## config.mk

```make
export PLATFORM = sky130hd
export DESIGN_NAME = dlsc_axi_router_channel_source
export DESIGN_NICKNAME = d
export VERILOG_FILES = /design/src/rtl/dlsc_axi_router_channel_source_pkg.sv /design/src/rtl/dlsc_axi_router_channel_source.sv
export SDC_FILE = /design/constraint.sdc
export NUM_CORES = 1
export LEC_CHECK = 0
export CORE_UTILIZATION = 27
export CTS_CLUSTER_SIZE = 10
export DETAILED_ROUTE_END_ITERATION = 10
export HOLD_SLACK_MARGIN = 0.03
export PLACE_DENSITY = 0.87
export SLEW_MARGIN = 25
export SYNTH_ARGS = -nofsm -noshare
export SYNTH_HDL_FRONTEND = slang
export SYNTH_SLANG_ARGS = --single-unit
export TNS_END_PERCENT = 20
```

## constraint.sdc

```tcl
create_clock -name clk -period 2.6 [get_ports clk]
set_input_delay 0.26 -clock clk [delete_from_list [all_inputs] [get_ports clk]]
set_output_delay 0.26 -clock clk [all_outputs]
set_load 0.1 [all_outputs]
```

## src/rtl/dlsc_axi_router_channel_source_pkg.sv

```systemverilog
// Shared types for the router channel source stage.
package dlsc_axi_router_channel_source_pkg;

  typedef enum logic [2:0] {
    ST_IDLE,
    ST_CMD,
    ST_REQ,
    ST_XFER,
    ST_DROP
  } state_t;

endpackage

```

## src/rtl/dlsc_axi_router_channel_source.sv

```systemverilog
// Router channel ingress: posts a sink command, wins a lane, then streams the burst onto it.
// Bursts to a nonexistent sink are drained and flagged via err_sink.
module dlsc_axi_router_channel_source
  import dlsc_axi_router_channel_source_pkg::*;
#(
  parameter int DATA   = 32,
  parameter int SINKS  = 1,
  parameter int SINKSB = 1,
  parameter int LANES  = 1,
  parameter int LANESB = 1
) (
  input  logic              clk,
  input  logic              rst,
  output logic              src_ready,
  input  logic              src_valid,
  input  logic              src_last,
  input  logic [DATA-1:0]   src_data,
  input  logic [SINKSB-1:0] src_sink,
  input  logic [SINKS-1:0]  cmd_full,
  output logic [SINKS-1:0]  cmd_push,
  output logic              arb_req,
  output logic [SINKSB-1:0] arb_sink,
  input  logic              arb_grant,
  input  logic [LANESB-1:0] arb_grant_lane,
  input  logic [LANES-1:0]  lane_in_ready,
  output logic [LANES-1:0]  lane_in_valid,
  output logic              lane_in_last,
  output logic [DATA-1:0]   lane_in_data,
  output logic              err_sink
);

  state_t            state, state_nxt;
  logic [SINKSB-1:0] sink, sink_nxt;
  logic [LANESB-1:0] lane, lane_nxt;
  logic [SINKS-1:0]  push_nxt;
  logic              err_nxt;

  logic [SINKS-1:0]  src_sink_hot;
  logic [LANES-1:0]  lane_hot;
  logic              src_sink_bad;
  logic              src_sink_full;
  logic              lane_ready;

  // Decoders compare against the full index so out-of-range sinks select nothing.
  always_comb begin
    src_sink_hot  = '0;
    lane_hot      = '0;
    src_sink_full = 1'b0;
    lane_ready    = 1'b0;
    for (int unsigned i = 0; i < SINKS; i++) begin
      if (32'(src_sink) == i) begin
        src_sink_hot[i] = 1'b1;
        src_sink_full   = cmd_full[i];
      end
    end
    for (int unsigned i = 0; i < LANES; i++) begin
      if (32'(lane) == i) begin
        lane_hot[i] = 1'b1;
        lane_ready  = lane_in_ready[i];
      end
    end
  end

  assign src_sink_bad = 32'(src_sink) >= 32'(SINKS);

  always_comb begin
    state_nxt     = state;
    sink_nxt      = sink;
    lane_nxt      = lane;
    push_nxt      = '0;
    err_nxt       = 1'b0;
    src_ready     = 1'b0;
    arb_req       = 1'b0;
    arb_sink      = sink;
    lane_in_valid = '0;
    lane_in_last  = src_last;
    lane_in_data  = src_data;
    case (state)
      ST_IDLE: begin
        if (src_valid) begin
          if (src_sink_bad) begin
            state_nxt = ST_DROP;
          end else if (!src_sink_full) begin
            sink_nxt  = src_sink;
            push_nxt  = src_sink_hot;
            state_nxt = ST_CMD;
          end
        end
      end
      ST_CMD: state_nxt = ST_REQ;
      ST_REQ: begin
        arb_req = 1'b1;
        if (arb_grant) begin
          lane_nxt  = arb_grant_lane;
          state_nxt = ST_XFER;
        end
      end
      ST_XFER: begin
        src_ready = lane_ready;
        if (src_valid) lane_in_valid = lane_hot;
        if (src_valid && lane_ready && src_last) state_nxt = ST_IDLE;
      end
      ST_DROP: begin
        src_ready = 1'b1;
        if (src_valid && src_last) begin
          err_nxt   = 1'b1;
          state_nxt = ST_IDLE;
        end
      end
      default: state_nxt = ST_IDLE;
    endcase
  end

  always_ff @(posedge clk or posedge rst) begin
    if (rst) begin
      state    <= ST_IDLE;
      sink     <= '0;
      lane     <= '0;
      cmd_push <= '0;
      err_sink <= 1'b0;
    end else begin
      state    <= state_nxt;
      sink     <= sink_nxt;
      lane     <= lane_nxt;
      cmd_push <= push_nxt;
      err_sink <= err_nxt;
    end
  end

  always_ff @(posedge clk) begin
    assert (rst || !arb_grant || state == ST_REQ) else $error("dlsc_error: spurious grant");
  end

endmodule
```

======== After elaboration in Yosys (flattened, before gate mapping) ========
Index checks and enable logic that the tools add are counted.
cells by class
  $lt $le $gt $ge ......................... 1
  eq/ne operators ......................... 9
  multiplexer cells ....................... 21
  bitwise gates (word level) .............. 2
  reductions and logical operators ........ 7
operator list
  cell                                                             count
  3-bit 2-to-1 mux                                                 6
  3-bit case mux with 5 select lines                               1
  1-bit 2-to-1 mux                                                 13
  2-bit != test, second input constant                             4
  3-bit by 2-bit == test with 1-bit output, second input constant  2
  5-bit AND reduction                                              1
  4-bit AND reduction                                              1
  3-bit by 1-bit == test with 1-bit output, second input constant  1
  3-bit == test, second input constant                             1
  1-bit logical AND                                                3
  3-bit zero test                                                  1
  3-bit != test, second input constant                             1
  1-bit NOT                                                        2
  1-bit case mux with 2 select lines                               1
  2-bit AND reduction                                              1
  1-bit >= comparator, second input constant                       1
storage, ports and cells
  flip-flop bits (word level) ............. 7
  input port bits ......................... 41
  output and inout bits ................... 39
  word-level logic and storage cells ...... 45

======== Depth between registers and ports, before layout ========
Gate-level depths: netlist of run 1.
  word-level depth ........................ 5
  mapped depth ............................ 4
  gate-level depth less buffers ........... 3

======== Least setup slack after synthesis of run 1 ========
Ideal clock, no wire load.
  path kind ............................... reg2reg
  from .................................... reg state[2]
  to ...................................... reg lane
  setup time .............................. 125 ps
  data arrival time ....................... 2,233 ps
  required time ........................... 2,475 ps
  path slack .............................. 242 ps
  stages on the path, launching flop included .. 5
  buffers on the path ..................... 1
  clock period less this slack ............ 2,358 ps
  cells stage by stage .................... dfrtp_1 > buf_6 > nor3b_2 > nand2_1 > mux2_4
between the ends
  longest elaborated chain between the ends .. 2
RTL lines
  item                                      line                                   text
  from (decl)                               dlsc_axi_router_channel_source.sv:32   state_t state, state_nxt;
  from (signal assigned)                    dlsc_axi_router_channel_source.sv:122  state <= state_nxt;
  3-bit by 2-bit == test with 1-bit output  dlsc_axi_router_channel_source.sv:78   case (state)
  2-bit AND reduction (no line)             -
  to (signal assigned)                      dlsc_axi_router_channel_source.sv:124  lane <= lane_nxt;
  to (decl)                                 dlsc_axi_router_channel_source.sv:34   logic [LANESB-1:0] lane, lane_nxt;
Every way passes these cells.
A chain may end at the register's enable or synchronous reset.

======== Final worst setup path of run 1 ========
  from .................................... reg state[2]
  to ...................................... out lane_in_valid
between the ends
  longest elaborated chain between the ends .. 2
RTL lines
  item                                      line                                  text
  3-bit by 2-bit == test with 1-bit output  dlsc_axi_router_channel_source.sv:78
  1-bit 2-to-1 mux                          dlsc_axi_router_channel_source.sv:78
  to (decl)                                 dlsc_axi_router_channel_source.sv:26  output logic [LANES-1:0] lane_in_valid,
Every way passes these cells.

==> results of run 1 <==
worst paths after layout:
check / slack [ns] / end / from / cells past startpoint
setup reg to reg: 1.31 / state[0] / state[2] / 3
setup / recovery: 0.89 / lane_in_valid / state[2] / 3
hold / removal: 0.25 / state[0] / rst / 2
min in group clk: 0.52 / lane_in_data[15] / src_data[15] / 0
max in group asynchronous: 2.14 / arb_sink / rst / 2
hold reg to reg: 0.52 / arb_sink / arb_sink / 1
cells by family (layout without fill, tap and decap cells):
| logic type | count (synthesis) | in the layout | share of synthesized area, % |
|---|---|---|---|
| AND/OR/NAND/NOR | 21 | 21 | 22.4 |
| flip-flops | 7 | 7 | 28.0 |
| multiplexers | 1 | 1 | 2.40 |
| AO/OA/AOI/OAI | 5 | 5 | 5.20 |
| buffers and inverters | 35 | 20 | 42.0 |
metrics by stage:
step / area, um^2 / instances / worst slack [ns]
after global placement: 534 / 78 / 1.09
after floorplan: 626 / 69 / 0.242
after detailed placement: 534 / 78 / 1.07
after global routing: 561 / 82 / 0.815
after CTS: 561 / 82 / 0.884
final: 561 / 82 / 0.888
area by class of cell:
| class | count | area, um^2 | area share (%) |
|---|---|---|---|
| inverters | 1 | 3.75 | 0.670 |
| clock buffers | 4 | 26.3 | 4.69 |
| flip-flops and latches | 7 | 175 | 31.2 |
| well taps | 28 | 35.0 | 6.25 |
| repair buffers | 15 | 133 | 23.7 |
| multi-input cells | 27 | 188 | 33.5 |
registers in the layout, summed over array words and instances, names as in the netlist:
signal,count
state,3
arb_sink,1
cmd_push,1
err_sink,1
lane,1
Yosys cell counts, drive strengths merged:
library cell / instances / area share (%)
nor3: 1 / 0.80
inv: 1 / 0.60
or3b: 1 / 1.4
nor2: 3 / 1.8
and3b: 1 / 1.6
o21ai: 1 / 0.80
nand3: 1 / 0.80
and3: 1 / 1.0
or2b: 1 / 1.4
and2b: 3 / 4.0
buf: 34 / 41
a32oi: 1 / 1.4
nor2b: 1 / 1.0
dfrtp: 7 / 28
and4: 1 / 1.4
and4b: 1 / 1.6
a211oi: 1 / 1.2
nand2: 4 / 2.4
o22ai: 1 / 1.0
nor3b: 1 / 2.0
or3: 1 / 1.2
a21oi: 1 / 0.80
mux2: 1 / 2.4
power by group:
part | internal [mW] | switching [mW]
Clock | 0.0586 | 0.0407
Sequential | 0.128 | 0.0225
Combinational | 0.0835 | 0.194
Total | 0.270 | 0.257
layer usage:
layer	up-vias	global-route usage [%]	share of wire (%)
met4	0	11.0	0.47
met3	4	3.03	12
met5	-	0	0
met1	169	9.35	41
li1	165	-	-
met2	31	11.3	47
worst reg2reg max path: stages (launching register included):
cell and delay [ns]:
dfrtp_1 0.52, or2b_2 0.34, a32oi_1 0.20, o22ai_1 0.11
==> out/results.ini, run 1 <==
[run_status]
outcome = finished with violations
violations = DRC

[layout]
antennaDiodeCount = 0
syn_to_final_growth_pct = -10.4
nets = 96
nFillCells = 237
drive_above_1_share_pct = 31.5
post-route-util_pct = 25.6
layout_commonest_cell = clkdlybuf4s50_1
layout_common_cells = clkdlybuf4s50_1 (8), dfrtp_1 (7), buf_4 (7)

[grt]
grtUsageTotal_pct = 8.55
grt_max_degree = 11
grt_pass1_vias = 381
overflow = 0
grt_pass1_wl_um = 1570
antenna_found_initial = 0

[synth]
ys_seq_area_share_pct = 28.0
synth_nets = 110
yosys_warnings = 0
synth.cell_area_um2 = 626
netlist_instances = 69
yosysUniqueCellTypes = 25
avgSynthCellArea_um2 = 9.07
ys_ff_latch = 7

[cts]
numCtsBuffers = 3
clock-sinks = 7
ctsHoldBuffers = 0
cts_setup_buffers = 0
cts_root_buffer = clkbuf_4
path_clk_slew_ns = 0.05
clk_path_buf_depth = 2
clkLatencyLatePin_ns = 0.25
cts_repair_resize_count = 0
cts_htree_levels = 1
cts_tree = yes

[route]
drc_errors = 1
drt_iter0_markers = 18
viasPerCell = 4.50
drt-total-wl_um = 1070
wl_per_cell_um = 13.0
first_pass_iters = 9
num_vias = 369
ant_nets = 0

[timing]
skew_ns = 0.00118
final-setup-viol-count = 0
finalHoldViolations = 0
worstMarginPinSlew_ns = 0.308
rsz0062_at_grt = false
slew_viol_final = 0
period_share_pct = 65.9
final.setup.tns_ns = 0
fmax_mhz = 584
holdWs_ns = 0.245
max_slew_margin_pct = 79.4
period_minus_slack_ns = 1.71

[critical_path]
crit_path_start_kind = register
cp_slowest_cell = dfrtp_1
crit_family = flip-flops
cpPeakStageDelay_ns = 0.48
critPathKind = reg -> out
path_buf_inv = 1
crit_chain = and2b_2 > and3_1 > buf_4
cp.arrival_ns = 1.45
worstPathRequired_ns = 2.34
crit_path_end_kind = output pin
path_max_fanout = 10

[power_and_ir_drop]
power_density_nw_per_um2 = 940
p_leak_nw = 0.254
finalPower_mw = 0.527
worst_ir_drop_vdd_mv = 0.344

[flow_run]
cap_violations = 0

[place]
globalplace.congestion = 0.846
port_buffers = 15
dp_hpwl_um = 780

[floorplan]
num_rows = 17
core_area_um2 = 2190
start_util_pct = 28.6
die_h_um = 50.1
ioPinCount = 80
dieArea_um2 = 2510
die_w_um = 50.1

[worst_hold_path]
hold_path.class = in -> async

Note: power is estimated with default switching activity, not from simulation.
==> run 2: changes to the inputs <==
- CORE_UTILIZATION: 27 -> 23
- PLACE_DENSITY: 0.87 -> 0.79
- clock period: 2.6 -> 1.4 ns (I/O delays scaled with it)
==> run 2 against run 1 <==
Compared with the run above: global-route usage rose by 1.3 points; total power rose by 130%; critical endpoint unchanged; clock skew increased by 0.0014 ns; final cell count grew 7.3%; utilization grew 2.4 points; clock-buffer cell count unchanged; register-to-register slack got worse by 1.3 ns; hold slack got worse by 0.12 ns; sequential power increased by 97%; clock power up 82%; the run ends with setup timing left.
==> out/results.ini, run 2 (synthesis results as in run 1) <==
[run_status]
outcome = finished with violations
violations = setup timing

[grt]
grt_max_degree = 9  ; -2
overflow = 0  ; unchanged
antenna_found_initial = 0  ; unchanged
grt_pass1_vias = 418  ; +9.7%
grt_pass1_wl_um = 1990  ; +27%
grtUsageTotal_pct = 9.86  ; +1.3 points

[critical_path]
cp_slowest_cell = dfrtp_2
crit_path_start_kind = register
path_buf_inv = 1  ; unchanged
crit_chain = and2b_2 > and3_4 > buf_12
cpPeakStageDelay_ns = 0.44  ; -0.04 ns
path_max_fanout = 3  ; -7
crit_path_end_kind = output pin
worstPathRequired_ns = 1.26  ; -1.08 ns
cp.arrival_ns = 1.31  ; -0.14 ns
critPathKind = reg -> out
crit_family = simple AND/OR/NAND/NOR gates

[power_and_ir_drop]
p_leak_nw = 0.295  ; +16%
power_density_nw_per_um2 = 1680  ; +79%
worst_ir_drop_vdd_mv = 0.896  ; +160%

[layout]
layout_commonest_cell = clkdlybuf4s50_1
nFillCells = 279  ; +18%
regMostFlops = state
drive_above_1_share_pct = 48.3  ; +17 points
largest_reg_flops = 3  ; unchanged
nets = 100  ; +4.2%
syn_to_final_growth_pct = 12.8
post-route-util_pct = 28.0  ; +2.4 points
layout_common_cells = clkdlybuf4s50_1 (8), buf_12 (7), dfrtp_1 (4), buf_4 (4)
antennaDiodeCount = 0  ; unchanged
area.sequential_um2 = 179  ; +2.1%
final_area_um2 = 706  ; +26%
multi_input_area_um2 = 209  ; +11%

[timing]
max_slew_margin_pct = 82.7  ; +3.3 points
finalHoldViolations = 0  ; unchanged
skew_ns = 0.00261  ; +0.00143 ns
holdWs_ns = 0.121  ; -0.124 ns
slew_viol_final = 0  ; unchanged
layout_setup_ws_ns = -0.0465  ; -0.934 ns
period_minus_slack_ns = 1.45
period_share_pct = 103
final-setup-viol-count = 3  ; +3
worstMarginPinSlew_ns = 0.259  ; -0.0494 ns
rsz0062_at_grt = true
fmax_mhz = 691

[cts]
numCtsBuffers = 3  ; unchanged
cts_tree = yes
cts_htree_levels = 1  ; unchanged
cts_root_buffer = clkbuf_4
path_clk_slew_ns = 0.05  ; about the same
clock-sinks = 7  ; unchanged
clkLatencyLatePin_ns = 0.25  ; about the same
clk_path_buf_depth = 2  ; unchanged

[place]
dpl_cell_area_um2 = 646  ; +21%
globalplace.congestion = 0.684  ; -19%
port_buffers = 15  ; unchanged
dpl_worst_slack_ns = -0.0321  ; -1.10 ns
dp_hpwl_um = 1110  ; +42%

[route]
first_pass_iters = 4  ; -5
drt_iter0_markers = 10  ; -8
num_vias = 419  ; +14%
drc_errors = 0  ; -1
viasPerCell = 4.76  ; +5.8%
wl_per_cell_um = 15.6  ; +20%
drt-total-wl_um = 1380  ; +29%
ant_nets = 0  ; unchanged

[floorplan]
die_h_um = 54.2  ; +8.0%
start_util_pct = 24.8  ; -3.8 points
ioPinCount = 80  ; unchanged
num_rows = 18  ; +1
dieArea_um2 = 2930  ; +17%
die_w_um = 54.2  ; +8.0%
core_area_um2 = 2520  ; +15%

[flow_run]
cap_violations = 0  ; unchanged

[worst_hold_path]
hold_path.class = in -> async

==> run 2: worst reg2reg max path, delay by kind of cell (launching register included) <==
family          cells  cell delay, ns
buf+inv             1            0.17
compound gates      2            0.33
simple gates        1            0.35
flops               1            0.44
==> run 2: timing repair <==
action / in CTS / in global routing
buffers inserted: 1 / 1
cloned: 0 / 0
resized for setup: 6 / 1
hold buffers: 0 / 0
pin swaps: 1 / 2
endpoints found under the setup margin: 3 / 4
==> run 2: final cells by class <==
type | count | area share [%]
repair buffers | 19 | 35.5
multi-input cells | 27 | 29.6
flip-flops and latches | 7 | 25.4
well taps | 30 | 5.32
clock buffers | 4 | 3.72
inverters | 1 | 0.532
==> run 2: where the power goes <==
part	switching [mW]	internal [mW]	total [mW]
Combinational	0.401	0.310	0.712
Clock	0.0724	0.109	0.181
Sequential	0.0545	0.241	0.295
Total	0.528	0.660	1.19
==> run 2: worst paths after layout <==
check,endpoint,slack (ns),start,cells after the start
max,lane_in_valid,-0.05,state[2],3
min,cmd_push,0.12,rst,2
max reg2reg,state[0],-0.01,state[2],4
min reg2reg,lane,0.52,lane,1
max in group asynchronous,state[0],1.05,rst,2
min in group clk,lane_in_data[10],0.28,src_data[10],0
==> run 2: layer usage <==
layer	vias up	wire length, um	track usage, %
met3	12	156	3.11
li1	174	-	-
met5	-	0	0
met2	45	742	15.9
met1	188	417	9.55
met4	0	60	10.3
==> run 2: per-stage QoR <==
stage | instances | setup TNS, ns | total power [mW]
detailed placement | 82 | -0.0321 | 0.949
global placement | 82 | 0 | 0.937
finish | 88 | -0.0671 | 1.19
CTS | 87 | -0.0629 | 1.16
global route | 88 | -0.197 | 1.24
floorplan | 69 | -0.962 | 1.13
==> run 3: changes to the inputs <==
- SKIP_LAST_GASP: unset -> 1
==> run 3 against run 2 <==
Compared with the run above: sequential share of layout area stayed put; global-route usage down 0.12 points; highest routed layer unchanged; the flow still finishes with violations (setup timing); hold slack got worse by 0.00063 ns; via count is 0.48% lower.
==> out/results.ini, run 3 (synthesis results as in run 1) <==
[critical_path]
crit_path_end_kind = output pin
worstPathRequired_ns = 1.26  ; about the same
cp.arrival_ns = 1.30  ; about the same
crit_path_start_kind = register
r2r-end = state[0]
r2r_cells = 4  ; unchanged
critPathKind = reg -> out
reg2reg_setup_slack_ns = -0.02  ; about the same
path_max_fanout = 3  ; unchanged
worstSetupEndpoint = lane_in_valid
crit-reg2reg-launch = state[2]
crit_path_start = state[2]

[route]
ant_nets = 0  ; unchanged
num_vias = 417  ; -0.48%
drt_iter0_markers = 6  ; -4
first_pass_iters = 4  ; unchanged
viasPerCell = 4.74  ; -0.48%
wl_per_cell_um = 15.8  ; +0.65%
drc_errors = 0  ; unchanged
drt-total-wl_um = 1390  ; +0.65%

[cts]
clkLatencyLatePin_ns = 0.25  ; about the same
ctsHoldBuffers = 0  ; unchanged
cts_htree_levels = 1  ; unchanged
cts_tree = yes
clk_path_buf_depth = 2  ; unchanged
path_clk_slew_ns = 0.05  ; about the same
numCtsBuffers = 3  ; unchanged
cts_root_buffer = clkbuf_4
clock-sinks = 7  ; unchanged

[timing]
final.setup.tns_ns = -0.0769  ; -0.00973 ns
final-setup-viol-count = 3  ; unchanged
finalHoldViolations = 0  ; unchanged
max_slew_margin_pct = 82.7  ; about the same
fmax_mhz = 693  ; +0.27%
layout_setup_ws_ns = -0.0425  ; +0.00396 ns
worstMarginPinSlew_ns = 0.259  ; +0.0000499 ns
period_share_pct = 103  ; -0.28 points
period_minus_slack_ns = 1.44  ; -0.00396 ns
slew_viol_final = 0  ; unchanged
holdWs_ns = 0.120  ; -0.000626 ns
skew_ns = 0.00302  ; +0.000408 ns
rsz0062_at_grt = true

[layout]
syn_to_final_growth_pct = 12.8  ; unchanged
largest_reg_flops = 3  ; unchanged
nFillCells = 279  ; unchanged
regMostFlops = state
antennaDiodeCount = 0  ; unchanged
final_area_um2 = 706  ; unchanged
nets = 100  ; unchanged
area.sequential_um2 = 179  ; unchanged
drive_above_1_share_pct = 48.3  ; unchanged
layout_commonest_cell = clkdlybuf4s50_1
multi_input_area_um2 = 209  ; unchanged
post-route-util_pct = 28.0  ; unchanged
layout_common_cells = clkdlybuf4s50_1 (8), buf_12 (7), dfrtp_1 (4), buf_4 (4)

[place]
dpl_cell_area_um2 = 646  ; unchanged
dpl_worst_slack_ns = -0.0321  ; unchanged
port_buffers = 15  ; unchanged
dp_hpwl_um = 1110  ; unchanged
globalplace.congestion = 0.684  ; unchanged

[worst_hold_path]
hold_path.class = in -> async

[grt]
grt_pass1_vias = 418  ; unchanged
grt_pass1_wl_um = 1970  ; -1.4%
grtUsageTotal_pct = 9.74  ; -0.12 points
overflow = 0  ; unchanged
antenna_found_initial = 0  ; unchanged
grt_max_degree = 9  ; unchanged

[power_and_ir_drop]
power_frac_seq_pct = 24.6  ; -0.3 points
p_leak_nw = 0.295  ; about the same
worst_ir_drop_vdd_mv = 0.897  ; about the same
switching_share_pct = 44.5  ; +0.073 points
p_int_mw = 0.658  ; -0.24%
p_sw_mw = 0.529  ; about the same
clock_power_share_pct = 15.3  ; about the same
pwr-share-comb_pct = 60.1  ; +0.2 points
power_density_nw_per_um2 = 1680  ; -0.11%

[flow_run]
cap_violations = 0  ; unchanged

[floorplan]
die_w_um = 54.2  ; unchanged
num_rows = 18  ; unchanged
core_area_um2 = 2520  ; unchanged
die_h_um = 54.2  ; unchanged
ioPinCount = 80  ; unchanged
start_util_pct = 24.8  ; unchanged
dieArea_um2 = 2930  ; unchanged

[run_status]
violations = setup timing
outcome = finished with violations

run 3: cell counts in the layout (fill, tap and decap cells not counted):
Identical to the previous run, type by type.
run 3: worst min path at each step:
| stage | depth (start not counted) | startpoint | to |
|---|---|---|---|
| after global routing | 2 | rst | cmd_push |
| final | 2 | rst | cmd_push |
| after detailed placement | 0 | src_data[15] | lane_in_data[15] |
| after floorplan | 1 | rst | arb_sink |
| after CTS | 2 | rst | cmd_push |
| after global placement | 0 | src_data[15] | lane_in_data[15] |
run 3: metrics by stage:
stage,total power [mW],cells
2_1_floorplan,1.13,69
3_3_place_gp,0.937,82
3_5_place_dp,0.949,82
4_1_cts,1.16,87
5_1_grt,1.24,88
6_report,1.19,88
run 3: layout make-up:
cell class / instances / share of cell area [%]
Timing Repair Buffer: 19 / 35.5
Multi-Input combinational cell: 27 / 29.6
Sequential cell: 7 / 25.4
Tap cell: 30 / 5.32
Clock buffer: 4 / 3.72
Inverter: 1 / 0.532
run 3: metal layers:
| metal | vias to the layer above | track usage, % | routed length [um] |
|---|---|---|---|
| li1 | 174 | - | - |
| met1 | 185 | 9.21 | 417 |
| met2 | 44 | 15.9 | 748 |
| met3 | 14 | 3.11 | 154 |
| met4 | 0 | 10.3 | 66 |
| met5 | - | 0 | 0 |
run 3: critical path, cell delays in order (launching register included):
cell,delay [ns]
dfrtp_2,0.43
and2b_2,0.25
and3_4,0.20
buf_12,0.17
run 3: repair_timing:
action,4_1_cts,5_1_grt
pin swaps,0,1
setup buffers,1,1
resized for setup,6,1
endpoints found under the hold margin,0,0
setup endpoints to repair,3,4
run 3: power groups by stage:
| stage | registers [mW] | logic, mW | clock network, mW |
|---|---|---|---|
| floorplan | 0.274 | 0.856 | 0 |
| global placement | 0.282 | 0.655 | 0 |
| detailed placement | 0.286 | 0.663 | 0 |
| CTS | 0.291 | 0.684 | 0.190 |
| global route | 0.298 | 0.740 | 0.204 |
| finish | 0.292 | 0.713 | 0.181 |
